==> src/rtl/clap_pkg.sv <==
// Shared encodings and helpers for the clap sequence detector.
// Latency: none (types and constant functions only).
// Backpressure: not applicable.
package clap_pkg;

  // Detector FSM states
  typedef enum logic [2:0] {
    IDLE    = 3'd0,
    HIGH    = 3'd1,
    CONFIRM = 3'd2,
    EMIT    = 3'd3,
    LOCKOUT = 3'd4
  } state_t;

  // Energy level of one sample
  typedef enum logic [1:0] {
    LVL_LOW  = 2'd0,
    LVL_MID  = 2'd1,
    LVL_HIGH = 2'd2
  } level_t;

  // Bits needed to hold values 0 .. value-1
  function automatic int clogb2(input int value);
    int result;
    result = 0;
    for (int v = value - 1; v > 0; v = v >> 1) begin
      result = result + 1;
    end
    return result;
  endfunction

endpackage

==> src/rtl/clap_sequence_detector_if.sv <==
// Energy-in / event-out bundle of the clap sequence detector, plus its configuration.
// Latency: none (wiring only).
// Backpressure: energy side and event side each use valid/ready.
interface clap_sequence_detector_if
  import clap_pkg::*;
#(
  parameter int ENERGY_WIDTH = 16,
  parameter int COUNT_WIDTH  = 8,
  parameter int GAP_WIDTH    = 16,
  parameter int CLAPS_MAX    = 4,
  parameter int CW           = clogb2(CLAPS_MAX + 1)
);
  logic [ENERGY_WIDTH-1:0] energy_data;
  logic                    energy_valid;
  logic                    energy_ready;
  logic [ENERGY_WIDTH-1:0] k_low;
  logic [ENERGY_WIDTH-1:0] k_high;
  logic [COUNT_WIDTH-1:0]  n_high_min;
  logic [COUNT_WIDTH-1:0]  n_high_max;
  logic [COUNT_WIDTH-1:0]  n_low_min;
  logic [GAP_WIDTH-1:0]    gap_max;
  logic [CW-1:0]           clap_target;
  logic                    clap_valid;
  logic                    clap_ready;
  logic [CW-1:0]           clap_count;
  logic [CW-1:0]           claps_seen;

  // Producer of samples/config and consumer of events
  modport master (
    output energy_data, energy_valid, k_low, k_high, n_high_min, n_high_max,
           n_low_min, gap_max, clap_target, clap_ready,
    input  energy_ready, clap_valid, clap_count, claps_seen
  );

  // The detector itself
  modport slave (
    input  energy_data, energy_valid, k_low, k_high, n_high_min, n_high_max,
           n_low_min, gap_max, clap_target, clap_ready,
    output energy_ready, clap_valid, clap_count, claps_seen
  );
endinterface

==> src/rtl/clap_level_classifier.sv <==
// Classifies one energy sample as LOW (< k_low), HIGH (> k_high) or MID.
// Latency: combinational.
// Backpressure: none; purely a function of its inputs.
module clap_level_classifier
  import clap_pkg::*;
#(
  parameter int ENERGY_WIDTH = 16
) (
  input  logic [ENERGY_WIDTH-1:0] energy_data,
  input  logic [ENERGY_WIDTH-1:0] k_low,
  input  logic [ENERGY_WIDTH-1:0] k_high,
  output level_t                  level
);

  // Threshold compare; samples equal to either threshold are MID
  always_comb begin
    level = LVL_MID;
    if (energy_data < k_low) begin
      level = LVL_LOW;
    end else if (energy_data > k_high) begin
      level = LVL_HIGH;
    end
  end

endmodule

==> src/rtl/clap_sequence_detector.sv <==
// Recognises claps from HIGH/LOW run lengths and emits one event per N claps within a gap window.
// Latency: clap_valid rises the cycle after the final confirming LOW sample is accepted.
// Backpressure: while an event waits for clap_ready, energy_ready is low and no samples are taken.
module clap_sequence_detector
  import clap_pkg::*;
#(
  parameter int ENERGY_WIDTH = 16,
  parameter int COUNT_WIDTH  = 8,
  parameter int GAP_WIDTH    = 16,
  parameter int CLAPS_MAX    = 4
) (
  input logic clock,
  input logic nreset,
  clap_sequence_detector_if.slave bus
);

  localparam int CW = clogb2(CLAPS_MAX + 1);
  localparam logic [CW-1:0]          TARGET_MAX = CW'(CLAPS_MAX);
  localparam logic [CW-1:0]          TARGET_ONE = CW'(1);
  localparam logic [COUNT_WIDTH-1:0] COUNT_ONE  = COUNT_WIDTH'(1);

  state_t                 state;
  logic [COUNT_WIDTH-1:0] high_cnt;
  logic [COUNT_WIDTH-1:0] low_cnt;
  logic [GAP_WIDTH-1:0]   gap_cnt;
  logic [CW-1:0]          claps_seen_q;
  logic [CW-1:0]          clap_count_q;
  logic                   clap_valid_q;
  logic                   energy_ready_q;

  level_t                 level;
  logic                   accept;
  logic [COUNT_WIDTH-1:0] high_inc;
  logic [COUNT_WIDTH-1:0] low_inc;
  logic [GAP_WIDTH-1:0]   gap_inc;
  logic                   timeout;
  logic                   recog;
  logic [CW-1:0]          seen_inc;
  logic [CW-1:0]          eff_target;

  clap_level_classifier #(
    .ENERGY_WIDTH(ENERGY_WIDTH)
  ) u_classifier (
    .energy_data(bus.energy_data),
    .k_low      (bus.k_low),
    .k_high     (bus.k_high),
    .level      (level)
  );

  // Saturating increments, effective target and clap recognition for the current sample
  always_comb begin
    accept     = bus.energy_valid && energy_ready_q;
    high_inc   = (high_cnt == '1) ? high_cnt : high_cnt + 1'b1;
    low_inc    = (low_cnt == '1) ? low_cnt : low_cnt + 1'b1;
    gap_inc    = (gap_cnt == '1) ? gap_cnt : gap_cnt + 1'b1;
    timeout    = (gap_inc >= bus.gap_max);
    seen_inc   = claps_seen_q + 1'b1;
    eff_target = bus.clap_target;
    if (bus.clap_target == '0) begin
      eff_target = TARGET_ONE;
    end else if (bus.clap_target > TARGET_MAX) begin
      eff_target = TARGET_MAX;
    end
    recog = 1'b0;
    if (accept && level == LVL_LOW) begin
      if (state == HIGH && high_cnt >= bus.n_high_min && bus.n_low_min <= COUNT_ONE) begin
        recog = 1'b1;
      end else if (state == CONFIRM && low_inc >= bus.n_low_min) begin
        recog = 1'b1;
      end
    end
  end

  // Detector FSM with run-length, gap and clap counters; later assignments take priority
  always_ff @(posedge clock or negedge nreset) begin
    if (!nreset) begin
      state          <= IDLE;
      high_cnt       <= '0;
      low_cnt        <= '0;
      gap_cnt        <= '0;
      claps_seen_q   <= '0;
      clap_count_q   <= '0;
      clap_valid_q   <= 1'b0;
      energy_ready_q <= 1'b0;
    end else if (state == EMIT) begin
      if (bus.clap_ready) begin
        clap_valid_q   <= 1'b0;
        claps_seen_q   <= '0;
        gap_cnt        <= '0;
        energy_ready_q <= 1'b1;
        state          <= IDLE;
      end
    end else begin
      energy_ready_q <= 1'b1;
      if (accept) begin
        // Gap window runs only while a sequence is open; LOCKOUT freezes it
        if (claps_seen_q != '0 && state != LOCKOUT) begin
          if (timeout) begin
            claps_seen_q <= '0;
            gap_cnt      <= '0;
          end else begin
            gap_cnt <= gap_inc;
          end
        end
        unique case (state)
          IDLE: begin
            if (level == LVL_HIGH) begin
              state    <= HIGH;
              high_cnt <= COUNT_ONE;
            end
          end
          HIGH: begin
            if (level == LVL_HIGH) begin
              high_cnt <= high_inc;
              if (high_inc > bus.n_high_max) begin
                // Too long to be a clap: treat as sustained noise
                state        <= LOCKOUT;
                claps_seen_q <= '0;
                gap_cnt      <= '0;
              end
            end else if (level == LVL_MID || high_cnt < bus.n_high_min) begin
              state <= IDLE;
            end else begin
              state   <= CONFIRM;
              low_cnt <= COUNT_ONE;
            end
          end
          CONFIRM: begin
            if (level == LVL_LOW) begin
              low_cnt <= low_inc;
            end else if (level == LVL_MID) begin
              state <= IDLE;
            end else begin
              state    <= HIGH;
              high_cnt <= COUNT_ONE;
            end
          end
          LOCKOUT: begin
            if (level == LVL_LOW) begin
              state <= IDLE;
            end
          end
          default: state <= IDLE;
        endcase
        // Recognition overrides both the FSM move and a coincident timeout
        if (recog) begin
          claps_seen_q <= seen_inc;
          gap_cnt      <= '0;
          if (seen_inc == eff_target) begin
            state          <= EMIT;
            clap_valid_q   <= 1'b1;
            clap_count_q   <= seen_inc;
            energy_ready_q <= 1'b0;
          end else begin
            state <= IDLE;
          end
        end
      end
    end
  end

  assign bus.energy_ready = energy_ready_q;
  assign bus.clap_valid   = clap_valid_q;
  assign bus.clap_count   = clap_count_q;
  assign bus.claps_seen   = claps_seen_q;

endmodule

==> src/flat_wrapper.sv <==
// flat-port wrapper written by rule: the top's interface ports become plain ports
module clap_sequence_detector_flat import clap_pkg::*;
#(
  parameter int ENERGY_WIDTH = 16,
  parameter int COUNT_WIDTH  = 8,
  parameter int GAP_WIDTH    = 16,
  parameter int CLAPS_MAX    = 4
)
  (clock, nreset, bus_energy_data, bus_energy_valid, bus_k_low, bus_k_high, bus_n_high_min, bus_n_high_max, bus_n_low_min, bus_gap_max, bus_clap_target, bus_clap_ready, bus_energy_ready, bus_clap_valid, bus_clap_count, bus_claps_seen);
  clap_sequence_detector_if #(.ENERGY_WIDTH(ENERGY_WIDTH), .COUNT_WIDTH(COUNT_WIDTH), .GAP_WIDTH(GAP_WIDTH), .CLAPS_MAX(CLAPS_MAX)) bus_i ();
  input logic clock;
  input logic nreset;
  input wire logic [$bits(bus_i.energy_data)-1:0] bus_energy_data;
  input wire logic [$bits(bus_i.energy_valid)-1:0] bus_energy_valid;
  input wire logic [$bits(bus_i.k_low)-1:0] bus_k_low;
  input wire logic [$bits(bus_i.k_high)-1:0] bus_k_high;
  input wire logic [$bits(bus_i.n_high_min)-1:0] bus_n_high_min;
  input wire logic [$bits(bus_i.n_high_max)-1:0] bus_n_high_max;
  input wire logic [$bits(bus_i.n_low_min)-1:0] bus_n_low_min;
  input wire logic [$bits(bus_i.gap_max)-1:0] bus_gap_max;
  input wire logic [$bits(bus_i.clap_target)-1:0] bus_clap_target;
  input wire logic [$bits(bus_i.clap_ready)-1:0] bus_clap_ready;
  output wire logic [$bits(bus_i.energy_ready)-1:0] bus_energy_ready;
  output wire logic [$bits(bus_i.clap_valid)-1:0] bus_clap_valid;
  output wire logic [$bits(bus_i.clap_count)-1:0] bus_clap_count;
  output wire logic [$bits(bus_i.claps_seen)-1:0] bus_claps_seen;
  assign bus_i.energy_data = bus_energy_data;
  assign bus_i.energy_valid = bus_energy_valid;
  assign bus_i.k_low = bus_k_low;
  assign bus_i.k_high = bus_k_high;
  assign bus_i.n_high_min = bus_n_high_min;
  assign bus_i.n_high_max = bus_n_high_max;
  assign bus_i.n_low_min = bus_n_low_min;
  assign bus_i.gap_max = bus_gap_max;
  assign bus_i.clap_target = bus_clap_target;
  assign bus_i.clap_ready = bus_clap_ready;
  assign bus_energy_ready = bus_i.energy_ready;
  assign bus_clap_valid = bus_i.clap_valid;
  assign bus_clap_count = bus_i.clap_count;
  assign bus_claps_seen = bus_i.claps_seen;
  clap_sequence_detector #(.ENERGY_WIDTH(ENERGY_WIDTH), .COUNT_WIDTH(COUNT_WIDTH), .GAP_WIDTH(GAP_WIDTH), .CLAPS_MAX(CLAPS_MAX)) u_core (.clock(clock), .nreset(nreset), .bus(bus_i));
endmodule
==> config.mk <==
export PLATFORM = sky130hd
export DESIGN_NAME = clap_sequence_detector_flat
export DESIGN_NICKNAME = d
export VERILOG_FILES = /design/src/rtl/clap_pkg.sv /design/src/rtl/clap_sequence_detector_if.sv /design/src/rtl/clap_level_classifier.sv /design/src/rtl/clap_sequence_detector.sv /design/src/flat_wrapper.sv
export SDC_FILE = /design/constraint.sdc
export NUM_CORES = 1
export LEC_CHECK = 0
export CORE_UTILIZATION = 56
export DETAILED_ROUTE_END_ITERATION = 7
export PLACE_DENSITY = 0.88
export SKIP_LAST_GASP = 1
export SLEW_MARGIN = 5
export SYNTH_ARGS = -nofsm -noshare
export SYNTH_HDL_FRONTEND = slang
export SYNTH_SLANG_ARGS = --single-unit
export TNS_END_PERCENT = 5
==> constraint.sdc <==
create_clock -name clock -period 6.1 [get_ports clock]
set_clock_uncertainty 0.2 [all_clocks]
set_input_delay 1.22 -clock clock [delete_from_list [all_inputs] [get_ports clock]]
set_output_delay 1.22 -clock clock [all_outputs]
set_load 0.05 [all_outputs]
Word-level counts from Yosys, hierarchy flattened
Cells that the tools add are included.

word-level totals
  bits of input ports = 95
  register bits = 43
  logic and storage cells = 126

operators by class
  reduce and logical (&&, ||, !) cells = 22
  equal/unequal tests = 23
  multiplexer cells = 59
  add/sub/neg operators = 4
  $lt $le $gt $ge = 9
  bitwise logic cells = 1

operators by type and width
  kind                                                    number
  2-to-1 mux 16 bit                                       10
  2-to-1 mux 8 bit                                        9
  2-to-1 mux 3 bit                                        19
  case mux 8 bit (3 select lines)                         1
  adder 16 x 1 -> 16 bit (second input constant)          1
  adder 8 x 1 -> 8 bit (second input constant)            2
  == test 16 bit (second input constant)                  1
  == test 8 bit (second input constant)                   2
  >= comparator 16 bit                                    1
  >= comparator 8 bit                                     2
  greater-than comparator 16 bit                          1
  < comparator 16 bit                                     1
  case mux 8 bit (2 select lines)                         1
  2-to-1 mux 1 bit                                        14
  inequality test 2 bit (second input constant)           6
  case mux 3 bit (4 select lines)                         1
  AND reduction 6 bit                                     2
  greater-than comparator 8 bit                           1
  <= comparator 8 x 1 -> 1 bit (second input constant)    1
  < comparator 8 bit                                      1
  2-to-1 mux 2 bit                                        4
  inequality test 4 x 1 -> 1 bit (second input constant)  2
  AND reduction 4 bit                                     2
  nonzero test 2 bit                                      4
  other kinds (20)                                        29

Depth between registers and ports, before layout
Gate-level depths: netlist of the first run.

  depth after elaboration = 11
  mapped depth = 19
  gate-level depth less buffers = 17

Modules after synthesis
From an unflattened synthesis of the first run, not the netlist that was laid out.

second synthesis, totals
  cells, all modules = 573
  area, all modules = 4648.2 sq um

by module, submodules not included
  module                  times used  area each (sq um)  cells each
  clap_sequence_detector  1           3843.7             461
  clap_level_classifier   1           804.5              112

Least setup slack after synthesis of the first run
OpenSTA, ideal clock, no wires.

  path type = input-to-reg
  start point = input port bus_k_low[14]
  end point = register u_core.high_cnt[6]
  path slack = 2.368 ns
  data required time = 5.773 ns
  arrival = 3.405 ns
  stages = 12
  setup time = 0.127 ns
  path through = inv_1 -> ha_1 -> nand4_2 -> or4_1 -> nor3_2 -> or3_4 -> nand2_4 -> or4b_4 -> buf_6 -> buf_6 -> nand2_1 -> o31ai_1

between the ends
  word-level cells in the longest chain between the ends = 5

RTL lines
  what                                                                               RTL line                                                      RTL
  start: declaration                                                                 flat_wrapper.sv:15                                            input wire logic [$bits(bus_i.k_low)-1:0] bus_k_low;
  < comparator 16 bit *                                                              clap_level_classifier.sv:18                                   if (energy_data < k_low) begin
  2-to-1 mux 2 bit *                                                                 clap_level_classifier.sv:18
  == test 2 bit (tied with other cells)                                              clap_sequence_detector.sv:107, clap_sequence_detector.sv:113
  inequality test 2 bit (no line) or inequality test 2 x 1 -> 1 bit (tied branches)  -
  AND reduction 7 bit (no line) *                                                    -
  end signal: assignment                                                             clap_sequence_detector.sv:114                                 high_cnt <= high_inc;
  end: declaration                                                                   clap_sequence_detector.sv:23                                  logic [COUNT_WIDTH-1:0] high_cnt;

Every way passes the cells marked *; elsewhere a longest branch is shown, timed or not.
A chain may end at the register's enable or synchronous reset.

Worst setup path in the final report of the first run
  start point = register u_core.gap_cnt[3]
  end point = register u_core.gap_cnt[7]

between the ends
  word-level cells in the longest chain between the ends = 11

RTL lines
  what                                                      RTL line                       RTL
  start: declaration                                        clap_sequence_detector.sv:25   logic [GAP_WIDTH-1:0] gap_cnt;
  start signal: assignment                                  clap_sequence_detector.sv:102  gap_cnt <= gap_inc;
  adder 16 x 1 -> 16 bit or == test 16 bit (tied branches)  clap_sequence_detector.sv:55   gap_inc = (gap_cnt == '1) ? gap_cnt : gap_cnt + 1'b1;
  2-to-1 mux 16 bit *                                       clap_sequence_detector.sv:55
  >= comparator 16 bit                                      clap_sequence_detector.sv:56   timeout = (gap_inc >= bus.gap_max);
  2-to-1 mux 16 bit *                                       clap_sequence_detector.sv:98   if (timeout) begin
  2-to-1 mux 16 bit *                                       clap_sequence_detector.sv:97   if (claps_seen_q != '0 && state != LOCKOUT) begin
  2-to-1 mux 16 bit                                         clap_sequence_detector.sv:115  if (high_inc > bus.n_high_max) begin
  2-to-1 mux 16 bit                                         clap_sequence_detector.sv:113  if (level == LVL_HIGH) begin
  2-to-1 mux 16 bit *                                       clap_sequence_detector.sv:105  unique case (state)
  2-to-1 mux 16 bit *                                       clap_sequence_detector.sv:146  if (recog) begin
  2-to-1 mux 16 bit *                                       clap_sequence_detector.sv:95   if (accept) begin
  2-to-1 mux 16 bit *                                       clap_sequence_detector.sv:85   end else if (state == EMIT) begin

Every way passes the cells marked *; elsewhere a longest branch is shown, timed or not. The select of a mux whose other input is x is not followed.

==> flow_metrics.tcl, run 1 <==
set metrics [dict create \
    status "finished clean" \
    synth-seq-area-share_pct 23.34 \
    portBuffers 102 \
    h-tree-depth 2 \
    ir_drop_mv 0.08671 \
    vias 4590 \
    path_clk_slew_ns 0.08 \
    setup_ws_ns 1.139 \
    root_buffer "clkbuf_8" \
    yosys.area.top_type "dfrtp_1" \
    cp.depth 15 \
    post-route-min-period_ns 4.961 \
    grt_usage_pct 28.31 \
    fin_nets 845 \
    synth_cells 574 \
    dp_slack_ns 1.265 \
    crit_type "reg2reg" \
    synth_edf_count 0 \
    overflow 0 \
    dp_hpwl_um 9569 \
    drt_pass1_iterations 4 \
    cap_violations 0 \
    cp.buffers_inverters 0 \
    cts_buffer_depth 2 \
    finalSetupViolCount 0 \
    max_freq_ghz 0.2016 \
    fin_cells 777 \
    crit_arrival_ns 5.01 \
    syn_nets 745 \
    synth_cell_type_count 66 \
    path_cells "nand2_1 -> nor4_1 -> nand3_1 -> and3_1 -> and3_1 -> xnor2_1 -> ha_1 -> a21oi_1 -> o21ai_0 -> a21oi_1 -> o21ai_0 -> a32oi_2 -> nand3_1 -> nor2_1 -> a221o_1" \
    holdCritPathClass "reg2reg" \
    die_h_um 92.73 \
    rr_startpoint "u_core.gap_cnt[3]$_DFFE_PN0P_" \
    postCtsSetupRepairBufs 0 \
    rsz0062_at_grt "no" \
    cts_tree "built" \
    synth_top_area_share_pct 23.34 \
    grt_pass1_wl_um 19750 \
    min_delay_path_depth 1 \
    hold_start "u_core.gap_cnt[9]$_DFFE_PN0P_" \
    syn_area_um2 4609 \
    ant_nets 0 \
    cp_max_fo 11 \
    dp.cells 769 \
    antennaDiodeCount 0 \
    async_reset_ff_share_pct 100.0 \
    drtIter0Drc 306 \
    ys_seq_elements 43 \
    drive_above_1_share_pct 5.037 \
    postCtsResizedCells 0 \
    netlist_top_cells_count "inv_1 (82), ha_1 (76), nand2_1 (55)" \
    synth.most_common_cell "inv_1" \
    holdBufCountCts 0 \
    finalSetupTns_ns 0 \
    start_kind "flip-flop" \
    fp.dieArea_um2 8598 \
    hold_violations 0 \
    ys_warn_count 0 \
    worstPathRequired_ns 6.14 \
    power_density_nw_per_um2 182.2 \
    cp-startpoint "u_core.gap_cnt[3]$_DFFE_PN0P_" \
    drc_errors 0 \
    postLayoutCellArea_um2 5804 \
    crit_slowest_cell "nor2_1" \
    r2r_slack_ns 1.14 \
    postPlaceCellArea_um2 5704 \
    cp_top_family "simple AND/OR/NAND/NOR gates" \
    slew_headroom_pct 34.22 \
    synth_top_cells_by_area "dfrtp_1 (23%), ha_1 (21%), inv_1 (6.7%)" \
    core_um2 7848 \
    wirelength_um 11750 \
    num_io_pins 103 \
    final_util_pct 73.96 \
    cts_made_buffers 5 \
    vias_per_cell 5.907 \
    die_w_um 92.73 \
    antenna_found_initial 0 \
    worst_slew_pin_slew_ns 0.9868 \
    gp_congestion 0.9566 \
    slowest_delay_ns 0.73 \
    synthFlopType "dfrtp_1" \
    min_period_over_period_pct 81.33 \
    start_util_pct 58.74 \
    wl_per_cell_um 15.12 \
    grt_pass1_vias 4498 \
    synthToLayoutAreaGrowth_pct 25.92 \
    slew_viol_final 0 \
    synth.avg_cell_area_um2 8.030 \
    cts.sinks 43 \
    grt_max_degree 44 \
    p_leak_nw 2.765 \
    insertion_delay_ns 0.31 \
    r2r_cells 15 \
    critPathCaptureType "flip-flop" \
    num_rows 32 \
]
==> cells by family after synthesis <==
| kind of cell | synth area share [%] |
|---|---|
| adders and majority gates | 20.63 |
| buffers and inverters | 8.062 |
| xor gates and xnor gates | 3.040 |
| DFF | 23.34 |
| and+or+nand+nor | 22.31 |
| muxes | 1.846 |
| AOI/OAI and AO/OA | 20.77 |
==> worst reg2reg max path: cells and delay by family (launching register included) <==
| family | cells | cell delay (ns) |
|---|---|---|
| AOI/OAI and AO/OA | 6 | 1.21 |
| xor gates and xnor gates | 1 | 0.19 |
| adders and majority gates | 1 | 0.28 |
| DFF | 1 | 0.48 |
| and+or+nand+nor | 7 | 2.53 |
==> layout make-up <==
cell class,count,area (um^2)
tap,102,127.6
multi-input combinational,438,3162
timing repair buffer,104,1031
inverter,82,307.8
sequential,43,1076
fill,581,2043
clock buffer,8,100.1
==> registers in the layout, summed over array words and instances, names as in the netlist <==
| signal | cells |
|---|---|
| u_core.state | 3 |
| u_core.high_cnt | 8 |
| u_core.gap_cnt | 16 |
| u_core.bus.energy_ready | 1 |
| u_core.low_cnt | 8 |
| u_core.bus.claps_seen | 3 |
| u_core.bus.clap_valid | 1 |
| u_core.bus.clap_count | 3 |
==> layer usage <==
layer | wire (um) | up-vias | part of all wire [%] | track usage, %
met3 | 889 | 21 | 7.6 | 5.501
met1 | 5102 | 2122 | 43 | 35.81
met2 | 5510 | 198 | 47 | 48.40
li1 | - | 2249 | - | -
met5 | 0 | - | 0 | 0
met4 | 243 | 0 | 2.1 | 9.231
==> stage by stage <==
stage	power [mW]	hold WS (ns)
6_report	1.057	0.3198
5_1_grt	1.143	0.3414
4_1_cts	1.056	0.3247
3_5_place_dp	0.8526	0.3007
3_3_place_gp	0.8264	0.2958
2_1_floorplan	0.6858	0.2730
==> report_power, final <==
part / internal (mW) / total (mW) / switching, mW / leakage (nW)
sequential: 0.317 / 0.368 / 0.0506 / 0.577
combinational: 0.227 / 0.484 / 0.256 / 2.14
clock: 0.103 / 0.206 / 0.102 / 0.0515
total: 0.648 / 1.06 / 0.409 / 2.77
==> layout by cell type (no fill, tap or decap), types with 6 or more instances in the layout <==
master | synthesis | layout
nor2b_1 | 6 | 6
and3_1 | 11 | 11
a32o_1 | 7 | 7
nand2_1 | 55 | 55
o21ai_0 | 21 | 21
nor2_1 | 38 | 38
clkdlybuf4s50_1 | 0 | 101
nand3_1 | 26 | 26
ha_1 | 76 | 76
a22o_1 | 6 | 6
a21oi_1 | 34 | 34
nand2b_1 | 9 | 9
a31oi_1 | 11 | 11
o21ai_1 | 7 | 7
a221o_1 | 6 | 6
inv_1 | 82 | 82
dfrtp_1 | 43 | 43
nand4_1 | 13 | 13
xnor2_1 | 14 | 14
clkbuf_8 | 0 | 7
nor3_1 | 11 | 11
o21a_1 | 13 | 13
==> final timing paths <==
path                                             endpoint
max in group asynchronous  u_core.gap_cnt[13]$_DFFE_PN0P_
hold / removal              u_core.gap_cnt[9]$_DFFE_PN0P_
setup reg to reg            u_core.gap_cnt[7]$_DFFE_PN0P_
hold reg to reg             u_core.gap_cnt[9]$_DFFE_PN0P_
min in group asynchronous   u_core.gap_cnt[8]$_DFFE_PN0P_
setup / recovery            u_core.gap_cnt[7]$_DFFE_PN0P_
(Power assumes the default switching activity.)
==> run 2: changes to the inputs <==
- CORE_UTILIZATION: 56 -> 47
- PLACE_DENSITY: 0.88 -> 0.79
- clock period: 6.1 -> 4.2 ns (I/O delays scaled with it)
==> run 2 against run 1 <==
Total power rose by 44%. Final cell count rose by 5.1%. Sequential power is 43% higher. First-iteration DRC count fell by 2.9%. Non-clock buffer count increased by 13. Wire length down 3.0%. Global-route usage fell by 4.9 points. Critical endpoint is now u_core.state[2]$_DFFE_PN0P_. Largest cell class unchanged.
==> flow_metrics.tcl, run 2 (synthesized netlist as in run 1, its figures left out) <==
set metrics [dict create \
    ff_latch_area_um2 1076 \
    die_h_um 101.0 \
    start_util_pct 49.19 \
    drc_errors 0 \
    vias_per_cell 5.543 \
    ir_drop_mv 0.1869 \
    holdCritPathClass "reg2reg" \
    slew_viol_final 0 \
    num_io_pins 103 \
    final_common_cell "clkdlybuf4s50_1" \
    start_kind "input pin" \
    worst_slew_pin_slew_ns 0.9385 \
    max_freq_ghz 0.2541 \
    finalSetupViolCount 0 \
    grt_pass1_vias 4449 \
    antenna_found_initial 0 \
    postCtsResizedCells 0 \
    crit_arrival_ns 3.91 \
    cap_violations 0 \
    h-tree-depth 2 \
    r2r_cells 17 \
    grt_max_degree 44 \
    portBuffers 102 \
    cts.sinks 43 \
    cts_buffer_depth 2 \
    cp_max_fo 4 \
    regMostFlops "u_core.gap_cnt" \
    worstPathRequired_ns 4.18 \
    drt_pass1_iterations 5 \
    mostFrequentLayoutCells "clkdlybuf4s50_1 (101), inv_1 (82), ha_1 (76)" \
    wirelength_um 11400 \
    p_switching_mw 0.5943 \
    insertion_delay_ns 0.29 \
    timing.rr.end "u_core.gap_cnt[0]$_DFFE_PN0P_" \
    drtIter0Drc 297 \
    n_fill_cell 832 \
    gp_congestion 0.8646 \
    postCtsSetupRepairBufs 0 \
    cts_made_buffers 5 \
    critPathCaptureType "flip-flop" \
    grt_pass1_wl_um 19500 \
    p_leak_nw 2.817 \
    crit_end "u_core.state[2]$_DFFE_PN0P_" \
    power_density_nw_per_um2 256.8 \
    cts_tree "built" \
    die_w_um 101.0 \
    finalSetupTns_ns 0 \
    vias 4529 \
    min_period_over_period_pct 93.69 \
    status "finished clean" \
    core_um2 9371 \
    crit_type "in2reg" \
    antennaDiodeCount 0 \
    path_clk_slew_ns 0.08 \
    grt_usage_pct 23.46 \
    slew_headroom_pct 37.43 \
    cp-startpoint "bus_k_high[14]" \
    power_frac_seq_pct 34.7 \
    hold_violations 0 \
    p_int_mw 0.9257 \
    clockPowerShare_pct 16.6 \
    post-route-min-period_ns 3.935 \
    holdBufCountCts 0 \
    p_comb_share_pct 48.6 \
    p_sw_share_pct 39.10 \
    drive_above_1_share_pct 6.831 \
    overflow 0 \
    dp_hpwl_um 9473 \
    num_rows 35 \
    fin_nets 858 \
    fp.dieArea_um2 10210 \
    root_buffer "clkbuf_8" \
    fin_total_pwr_mw 1.520 \
    largest_reg_flops 16 \
    rr_startpoint "u_core.gap_cnt[7]$_DFFE_PN0P_" \
    r2r_slack_ns 0.31 \
    largestRegisters "u_core.gap_cnt (16), u_core.high_cnt (8), u_core.low_cnt (8)" \
    multi_input_area_um2 3164 \
    wl_per_cell_um 13.95 \
    synthToLayoutAreaGrowth_pct 28.42 \
    rsz0062_at_grt "yes" \
    ant_nets 0 \
]
-- run 2: changes by cell type in the layout (fill, tap and decap cells not counted) --
cell / delta
o21ai_1: +1
clkbuf_8: -2
nor2_2: +1
buf_4: +13
clkbuf_1: +1
o21ai_0: -1
clkinv_2: +1
nor2_1: -1
-- run 2: power by group through the flow --
stage | logic (mW) | registers, mW | clock network (mW)
final | 0.739 | 0.528 | 0.253
after global routing | 0.835 | 0.537 | 0.277
after CTS | 0.737 | 0.526 | 0.257
after detailed placement | 0.732 | 0.533 | 0
after global placement | 0.695 | 0.530 | 0
after floorplan | 0.468 | 0.528 | 0
-- run 2: worst min-delay path by stage --
stage                                               startpoint                                   end  slack, ns  depth (start not counted)
after floorplan                  u_core.gap_cnt[9]$_DFFE_PN0P_         u_core.gap_cnt[9]$_DFFE_PN0P_       0.27                          1
after global placement           u_core.gap_cnt[9]$_DFFE_PN0P_         u_core.gap_cnt[9]$_DFFE_PN0P_       0.30                          1
after detailed placement  u_core.bus.clap_count[1]$_DFFE_PN0P_  u_core.bus.clap_count[1]$_DFFE_PN0P_       0.30                          1
after CTS                 u_core.bus.clap_count[1]$_DFFE_PN0P_  u_core.bus.clap_count[1]$_DFFE_PN0P_       0.32                          1
after global routing             u_core.gap_cnt[9]$_DFFE_PN0P_         u_core.gap_cnt[9]$_DFFE_PN0P_       0.33                          1
final                     u_core.bus.clap_count[1]$_DFFE_PN0P_  u_core.bus.clap_count[1]$_DFFE_PN0P_       0.32                          1
-- run 2: per-layer routing --
| layer | track usage, % | routed length (um) |
|---|---|---|
| met5 | 0 | 0 |
| met4 | 4.571 | 160 |
| met3 | 3.675 | 721 |
| met2 | 41.31 | 5443 |
| met1 | 30.47 | 5071 |
-- run 2: worst max-delay path, cell delays in order --
cell             delay (ns)
clkdlybuf4s50_1        0.46
inv_1                  0.04
ha_1                   0.31
nand4_1                0.18
nor4_1                 0.53
a21boi_0               0.25
o31a_2                 0.24
nor3b_1                0.19
a2111oi_0              0.10
a211oi_2               0.39
mux2_2                 0.38
-- run 2: through the flow --
step | cells | setup slack [ns] | hold slack [ns] | utilization (%) | instance area, um^2
finish | 817 | 0.2649 | 0.3165 | 63.16 | 5919
detailed placement | 809 | -0.02297 | 0.2989 | 62.27 | 5836
global route | 817 | -0.01278 | 0.3342 | 63.16 | 5919
floorplan | 574 | 0.4714 | 0.2730 | - | 4609
CTS | 817 | 0.1400 | 0.3223 | 63.14 | 5917
global placement | 809 | 0.1419 | 0.2950 | 62.27 | 5836
-- run 2: layout make-up --
cell class                      count  share of cell area [%]
Clock inverter                      1                 0.08455
Clock buffer                        7                   1.289
Inverter                           82                   5.200
Tap cell                          129                   2.727
Timing Repair Buffer              117                   19.07
Multi-Input combinational cell    438                   53.46
Sequential cell                    43                   18.18
==> run 3: changes to the inputs <==
- SKIP_CTS_REPAIR_TIMING: default -> 1
==> results of run 3 <==
No change in the layout: final DEF, timing and power equal those of run 2.
